## config.mk

```make
export PLATFORM = sky130hd
export DESIGN_NAME = ejector_i
export DESIGN_NICKNAME = d
export VERILOG_FILES = /design/src/rtl/ejector_i.sv
export SDC_FILE = /design/constraint.sdc
export NUM_CORES = 1
export LEC_CHECK = 0
export CAP_MARGIN = 30
export CORE_ASPECT_RATIO = 1.1
export CORE_MARGIN = 3
export CORE_UTILIZATION = 32
export CTS_CLUSTER_DIAMETER = 120
export DETAILED_ROUTE_END_ITERATION = 10
export HOLD_SLACK_MARGIN = 0.08
export PLACE_DENSITY_LB_ADDON = 0.12
export SYNTH_ARGS = -nofsm -noshare
export SYNTH_HDL_FRONTEND = slang
export SYNTH_SLANG_ARGS = --single-unit
```

## constraint.sdc

```tcl
create_clock -name clk -period 1.25 [get_ports clk]
set_input_delay 0.1875 -clock clk [delete_from_list [all_inputs] [get_ports clk]]
set_output_delay 0.1875 -clock clk [all_outputs]
set_load 0.005 [all_outputs]
```

## src/rtl/ejector_i.sv

```systemverilog
// ejector_i: MinBD ejection stage; northad/southad/eastad/westad in, registered nad/sad/ead/wad to router and lad to local core, EJECT_RR_EN selects round-robin instead of fixed N>S>E>W priority
module ejector_i #(
  parameter int FLIT_W = 11,
  parameter logic [5:0] LOCAL_ADDR = 6'b100100
) (
  input  logic              clk,
  input  logic              rst,
  input  logic [FLIT_W-1:0] northad,
  input  logic [FLIT_W-1:0] southad,
  input  logic [FLIT_W-1:0] eastad,
  input  logic [FLIT_W-1:0] westad,
  output logic [FLIT_W-1:0] nad,
  output logic [FLIT_W-1:0] sad,
  output logic [FLIT_W-1:0] ead,
  output logic [FLIT_W-1:0] wad,
  output logic [FLIT_W-1:0] lad
);
  logic [3:0][FLIT_W-1:0] fin;
  logic [3:0] elig;
  logic [1:0] ptr, win;
  logic hit;
  assign fin = {westad, eastad, southad, northad};
  for (genvar i = 0; i < 4; i++) begin : g_elig
    assign elig[i] = fin[i][FLIT_W-1] && fin[i][5:0] == LOCAL_ADDR;
  end
  always_comb begin
    win = ptr;
    hit = 1'b0;
    for (int k = 3; k >= 0; k--) begin
      if (elig[ptr + 2'(k)]) begin
        win = ptr + 2'(k);
        hit = 1'b1;
      end
    end
  end
`ifdef EJECT_RR_EN
  always_ff @(posedge clk)
    if (rst) ptr <= 2'd0;
    else if (hit) ptr <= win + 2'd1;
`else
  assign ptr = 2'd0;
`endif
  always_ff @(posedge clk) begin
    if (rst) begin
      nad <= '0;
      sad <= '0;
      ead <= '0;
      wad <= '0;
      lad <= '0;
    end else begin
      nad <= hit && win == 2'd0 ? '0 : northad;
      sad <= hit && win == 2'd1 ? '0 : southad;
      ead <= hit && win == 2'd2 ? '0 : eastad;
      wad <= hit && win == 2'd3 ? '0 : westad;
      lad <= hit ? fin[win] : '0;
    end
  end
endmodule

```

# Word-level counts from Yosys, hierarchy flattened
# Index checks and enable logic that the tools add are counted.
# classes
n_lt_le_gt_ge	1
eq_ne	7
n_reduce_logical	14
bitwise_logic	1
n_mux	10
# ops
operator	count
$eq 6x6->1 const B	4
$bmux 11 s2	1
$mux 11	1
$reduce_or 2->1	5
$logic_and 1x1->1	8
$mux 2	4
$eq 2x2->1 const B	2
$mux 1	4
$lt 2x3->1 const B	1
$eq 2x1->1 const B	1
$logic_not 2->1	1
$not 1->1	1
# totals
regBits	55
wordCells	38
input_bits	46
out_inout_bits	55

# Longest topological paths before layout
# depth
depth_word	9
depth_mapped	5
depth_no_buf	4

# Worst setup path before layout
# Ideal clock, no wire load.
# synth_path
kind	input port to flip-flop
start	input port southad[0]
end	register wad[10]
required_ns	1.191
slack_ns	-0.018
n_path_buf	0
setup_ns	0.059
path_stages	4
arrival_ns	1.209
path_cell_list	or3_4 -> or2_4 -> a41oi_4 -> and2_1
# synth_via
elab_chain_len	7
elab_cells_between_ends	9
cone_classes	2 x eq/ne; 4 x mux; 3 x reduce/logical
# synth_rtl
element	line_no	rtl
from (decl)	9	input logic [FLIT_W-1:0] southad,
$eq 6x6->1 (*)	24	assign elig[i] = fin[i][FLIT_W-1] && fin[i][5:0] == LOCAL_ADDR;
$logic_and 1x1->1 (*)	24	
$mux 2 (2 in series)	30	if (elig[ptr + 2'(k)]) begin
$eq 2x2->1	54	wad <= hit && win == 2'd3 ? '0 : westad;
$logic_and 1x1->1 (*)	54	
$reduce_or 2->1 (no line) (*)	-	
to (signal assigned)	54	
to (decl)	15	output logic [FLIT_W-1:0] wad,
# Mark *: on every way between the ends. The rest lies on a longest branch, timed or not.
# A chain may end at the register's enable or synchronous reset.

# Final worst setup path
# layout_path
start	input port eastad[5]
end	register lad[10]
# layout_via
elab_chain_len	7
elab_cells_between_ends	12
cone_classes	1 x eq/ne; 8 x mux; 1 x bitwise; 2 x reduce/logical
# layout_rtl
element	line_no	rtl
from (decl)	10	input logic [FLIT_W-1:0] eastad,
$eq 6x6->1 (*)	24	
$logic_and 1x1->1 (*)	24	
$mux 2 / $mux 1 (equally long branches) (3 in series)	30	
$bmux 11 s2 / $not 1->1 (equally long branches)	-	
$mux 11 (implied by the code) / $reduce_or 2->1 (equally long branches)	-	
to (signal assigned)	55	lad <= hit ? fin[win] : '0;
to (decl)	16	output logic [FLIT_W-1:0] lad
# Mark *: on every way between the ends. The rest lies on a longest branch, timed or not. The select of a mux whose other input is x is not followed.

==> metrics.sh <==
STATUS='finished clean'
NUM-NETS-FINAL=309
FMAX_MHz=837.5
CRIT_PATH_MAX_FANOUT=4
LAYOUTNONFILLERINSTCOUNT=322
DIE_W_UM=75.45
INTERNAL_POWER_mW=2.680
CTS_INSERTED_BUFFERS=5
POWER_FRAC_COMB_PCT=11.7
WL_UM=4295
ROUTED_WIRE_LENGTH_PER_INSTANCE_UM=13.34
P_SW_SHARE_PCT=20.89
POST-ROUTE-DRC-COUNT=0
DIE_H_UM=82.40
CTS_TREE='built'
CRIT_PATH_END_KIND='register'
MAPPEDNETLISTAREA_SQ_UM=1698
GROUTE.LAYER.MET2.USAGE_PCT=25.91
INITIALDRTVIOLATIONCOUNT=37
GLOBAL_ROUTE.PEAK_USAGE_LAYER='met2'
FINAL_CRITICAL_PATH_SETUP_SLACK_PS=55.94
NETLIST.TOP_CELL.BY_AREA='sky130_fd_sc_hd__dfxtp_1'
TIMING.FINAL.CRIT_SHARE_PCT=95.52
HOLD_VIOL_FINAL=0
GRTUSAGETOTAL_PCT=14.27
DRT.ANTENNA.VIOLATING_NETS=0
USE_MET1_PCT=14.67
SYNTH_CELL_TYPE_COUNT=23
MAXIMUM_NUMBER_OF_PINS_ON_ONE_NET_BEFORE_GLOBAL_ROUTE_REPAIR=18
FINAL_CORE_UTILIZATION_PCT=59.09
DP.FINAL_HPWL_UM=3466
FINAL_PERIOD_MINUS_WORST_SETUP_SLACK_PS=1194
WORST-ENDPOINT-ARRIVAL_PS=1380
REG_AREA_SQ_UM=1102
POWER_DENSITY_nW_PER_UM2=1131
YOSYS_REGISTER_BITS=55
NUMBER_OF_ANTENNA_VIOLATIONS_AT_THE_FIRST_CHECK_IN_GLOBAL_ROUTING=0
MAX_CAP_VIOLATIONS=0
GRT_FIRST_PASS_WIRELENGTH_UM=6465
POST-SYNTH-TOP-AREA-FRACTION_PCT=64.85
LARGEST_FAMILY_OF_LOGIC_CELLS_BY_SYNTHESIZED_AREA='simple AND/OR/NAND/NOR gates'
FINAL_LAYOUT_SIZE_SUFFIX_GT1_SHARE_PCT=17.05
SLEW_VIOLATIONS=0
INSERTEDDIODECOUNT=0
SYNTH.YOSYS.WARNINGS=0
FIRST_GLOBAL_VIAS=1417
MULTIINPUTGATEAREA_SQ_UM=676.9
COMPOUND_CELL_AREA_SHARE_OF_THE_YOSYS_NETLIST_PCT=10.10
OVERFLOW=0
NFILLCELLS=459
PLACEABLECOREAREA_SQ_UM=5067
RSZ_0062_RAISED_AFTER_GLOBAL_ROUTING='false'
POST_SYNTH_XOR_AREA_FRACTION_PCT=0
SYNTHADDERAREAFRAC_PCT=0
TOP_LEVEL_PORTS=101
SETUP.WORST_PATH.START_CLASS='input port'
FIRSTDRTPASSITERS=4
CLOCK_TREE.ROOT_CELL='sky130_fd_sc_hd__clkbuf_8'
AVGSYNTHCELLAREA_SQ_UM=12.04
CRITICAL_PATH.STARTPOINT='eastad[5]'
SHARE_CLK_OF_TOTAL_POWER_PCT=33.7
VIA_DENSITY=4.401
TOTAL_SWITCHING_POWER_uW=707.5
AREA_GROWTH_SYN_TO_LAYOUT_PCT=76.34
WORSTSETUPPATHTYPE='input port to register'
CP.REQUIRED_PS=1430
SETUP_VIOLATIONS=0
FP.DIEAREA_SQ_UM=6217
VIA_COUNT=1417
VDD_IR_DROP_MAX_uV=735.1
ENDPOINT='lad[10]$_SDFF_PP0_'
H-TREE-DEPTH=2
POWER.SHARE.SEQUENTIAL_PCT=54.7
SYNTH_MUX_AREA_SHARE_PCT=0
CTS.SINK_COUNT=55
START_UTIL_PCT=33.51
NUMPORTBUFFERS=100
YOSYS.AREA_SHARE.SIMPLE_PCT=23.88
POWER.LEAKAGE_nW=1.422
CTS_MAX_PATH_BUFFERS=2
POST_SYNTH_INST_COUNT=141
USE_MET3_PCT=5.327
NUM_ROWS=27
CELLS_TAKING_THE_MOST_AREA_AFTER_SYNTHESIS='sky130_fd_sc_hd__dfxtp_1 (65%), sky130_fd_sc_hd__and2_1 (11%), sky130_fd_sc_hd__nor2b_1 (5.5%)'
CLK_PIN_SLEW_WORST_SETUP_HOLD_PATHS_PS=90
DP.CELLS=311
MIN_PATH_TYPE='input port to register'
YOSYSSEQAREASHARE_PCT=64.85
PLACE_WORST_SETUP_SLACK_PS=-568.1
PLACE.GP.CONGESTION=0.7232
-- per-stage QoR --
stage / total power [mW] / TNS [ps] / hold slack, ps / area (sq um)
CTS: 3.439 / 0 / 119.4 / 2970
finish: 3.387 / 0 / 123.5 / 2994
global placement: 2.359 / -15890 / 769.5 / 2864
floorplan: 2.000 / 0 / 309.2 / 1709
global route: 3.530 / 0 / 120.1 / 2994
detailed placement: 2.362 / -16150 / 774.5 / 2864
-- metal layers --
metal  wire, um  vias up
met1       1586      648
met3        289        7
met5          0        -
met2       2352       47
li1           -      715
met4         65        0
-- logic make-up after synthesis --
family / Yosys count
AO/OA/AOI/OAI: 18
buffers and inverters: 4
flip-flops: 55
other: 1
AND/OR/NAND/NOR: 63
-- sequential cells by signal (all words and copies together), names as in the netlist --
name  count
ead      11
sad      11
nad      11
lad      11
wad      11
-- power groups by stage --
stage	combinational [mW]	sequential, mW	clock [mW]
after CTS	0.399	1.85	1.19
after floorplan	0.0896	1.91	0
after detailed placement	0.464	1.90	0
after global routing	0.436	1.86	1.23
after global placement	0.465	1.89	0
final	0.396	1.85	1.14
-- how the worst min path moves through the flow --
stage | depth (start not counted) | slack (ps) | endpoint | startpoint
finish | 2 | 120 | sad[4]$_SDFF_PP0_ | southad[4]
global route | 2 | 120 | sad[4]$_SDFF_PP0_ | southad[4]
CTS | 2 | 120 | sad[4]$_SDFF_PP0_ | southad[4]
detailed placement | 2 | 770 | sad[3]$_SDFF_PP0_ | southad[3]
global placement | 2 | 770 | sad[3]$_SDFF_PP0_ | southad[3]
floorplan | 1 | 310 | ead[10]$_SDFF_PP0_ | eastad[10]
-- synthesized netlist by cell type, drive strengths merged --
cell type  count
nor4b          1
o211ai         1
and2          31
nor3           2
a41oi          1
a21oi          1
clkbuf         3
nor2           5
and4b          2
a31oi          1
a211oi         2
buf            1
or3            2
conb           1
a22oi          8
or2            1
nand2          2
dfxtp         55
nor2b         15
nand4b         2
o22ai          4
-- placed cells by master, fill, tap and decap left out, types with 2 or more instances in the layout --
master and n:
sky130_fd_sc_hd__dlygate4sd2_1 78, sky130_fd_sc_hd__dfxtp_1 54, sky130_fd_sc_hd__and2_1 29, sky130_fd_sc_hd__clkdlybuf4s50_1 17
sky130_fd_sc_hd__nor2b_1 15, sky130_fd_sc_hd__buf_4 13, sky130_fd_sc_hd__a22oi_1 6, sky130_fd_sc_hd__clkbuf_8 5
sky130_fd_sc_hd__o22ai_1 4, sky130_fd_sc_hd__nor2_1 4, sky130_fd_sc_hd__conb_1 4, sky130_fd_sc_hd__buf_6 3
sky130_fd_sc_hd__nand4b_1 2, sky130_fd_sc_hd__or3_4 2, sky130_fd_sc_hd__and2_4 2, sky130_fd_sc_hd__a211oi_4 2
sky130_fd_sc_hd__a22oi_2 2, sky130_fd_sc_hd__dlymetal6s2s_1 2, sky130_fd_sc_hd__buf_2 2
-- final cells by class --
type / instances / share of cell area [%]
clock buffers: 5 / 2.298
clock inverters: 3 / 1.463
multi-input cells: 85 / 22.61
flip-flops and latches: 55 / 36.82
well taps: 58 / 2.424
repair buffers: 116 / 34.39
-- worst max-delay path, stage by stage --
cell and delay [ps]:
sky130_fd_sc_hd__dlygate4sd2_1 240, sky130_fd_sc_hd__and4b_1 230, sky130_fd_sc_hd__and2_4 170, sky130_fd_sc_hd__buf_4 140, sky130_fd_sc_hd__nor4b_4 330, sky130_fd_sc_hd__nor2_1 90
-- what timing repair did --
| action | in CTS | in global routing |
|---|---|---|
| gates resized for setup | 108 | 5 |
| hold buffers | 0 | 0 |
| pin swaps | 20 | 6 |
| setup buffers | 3 | 0 |
| setup endpoints to repair | 84 | 21 |
No activity file was read; power rests on OpenSTA's default activity.
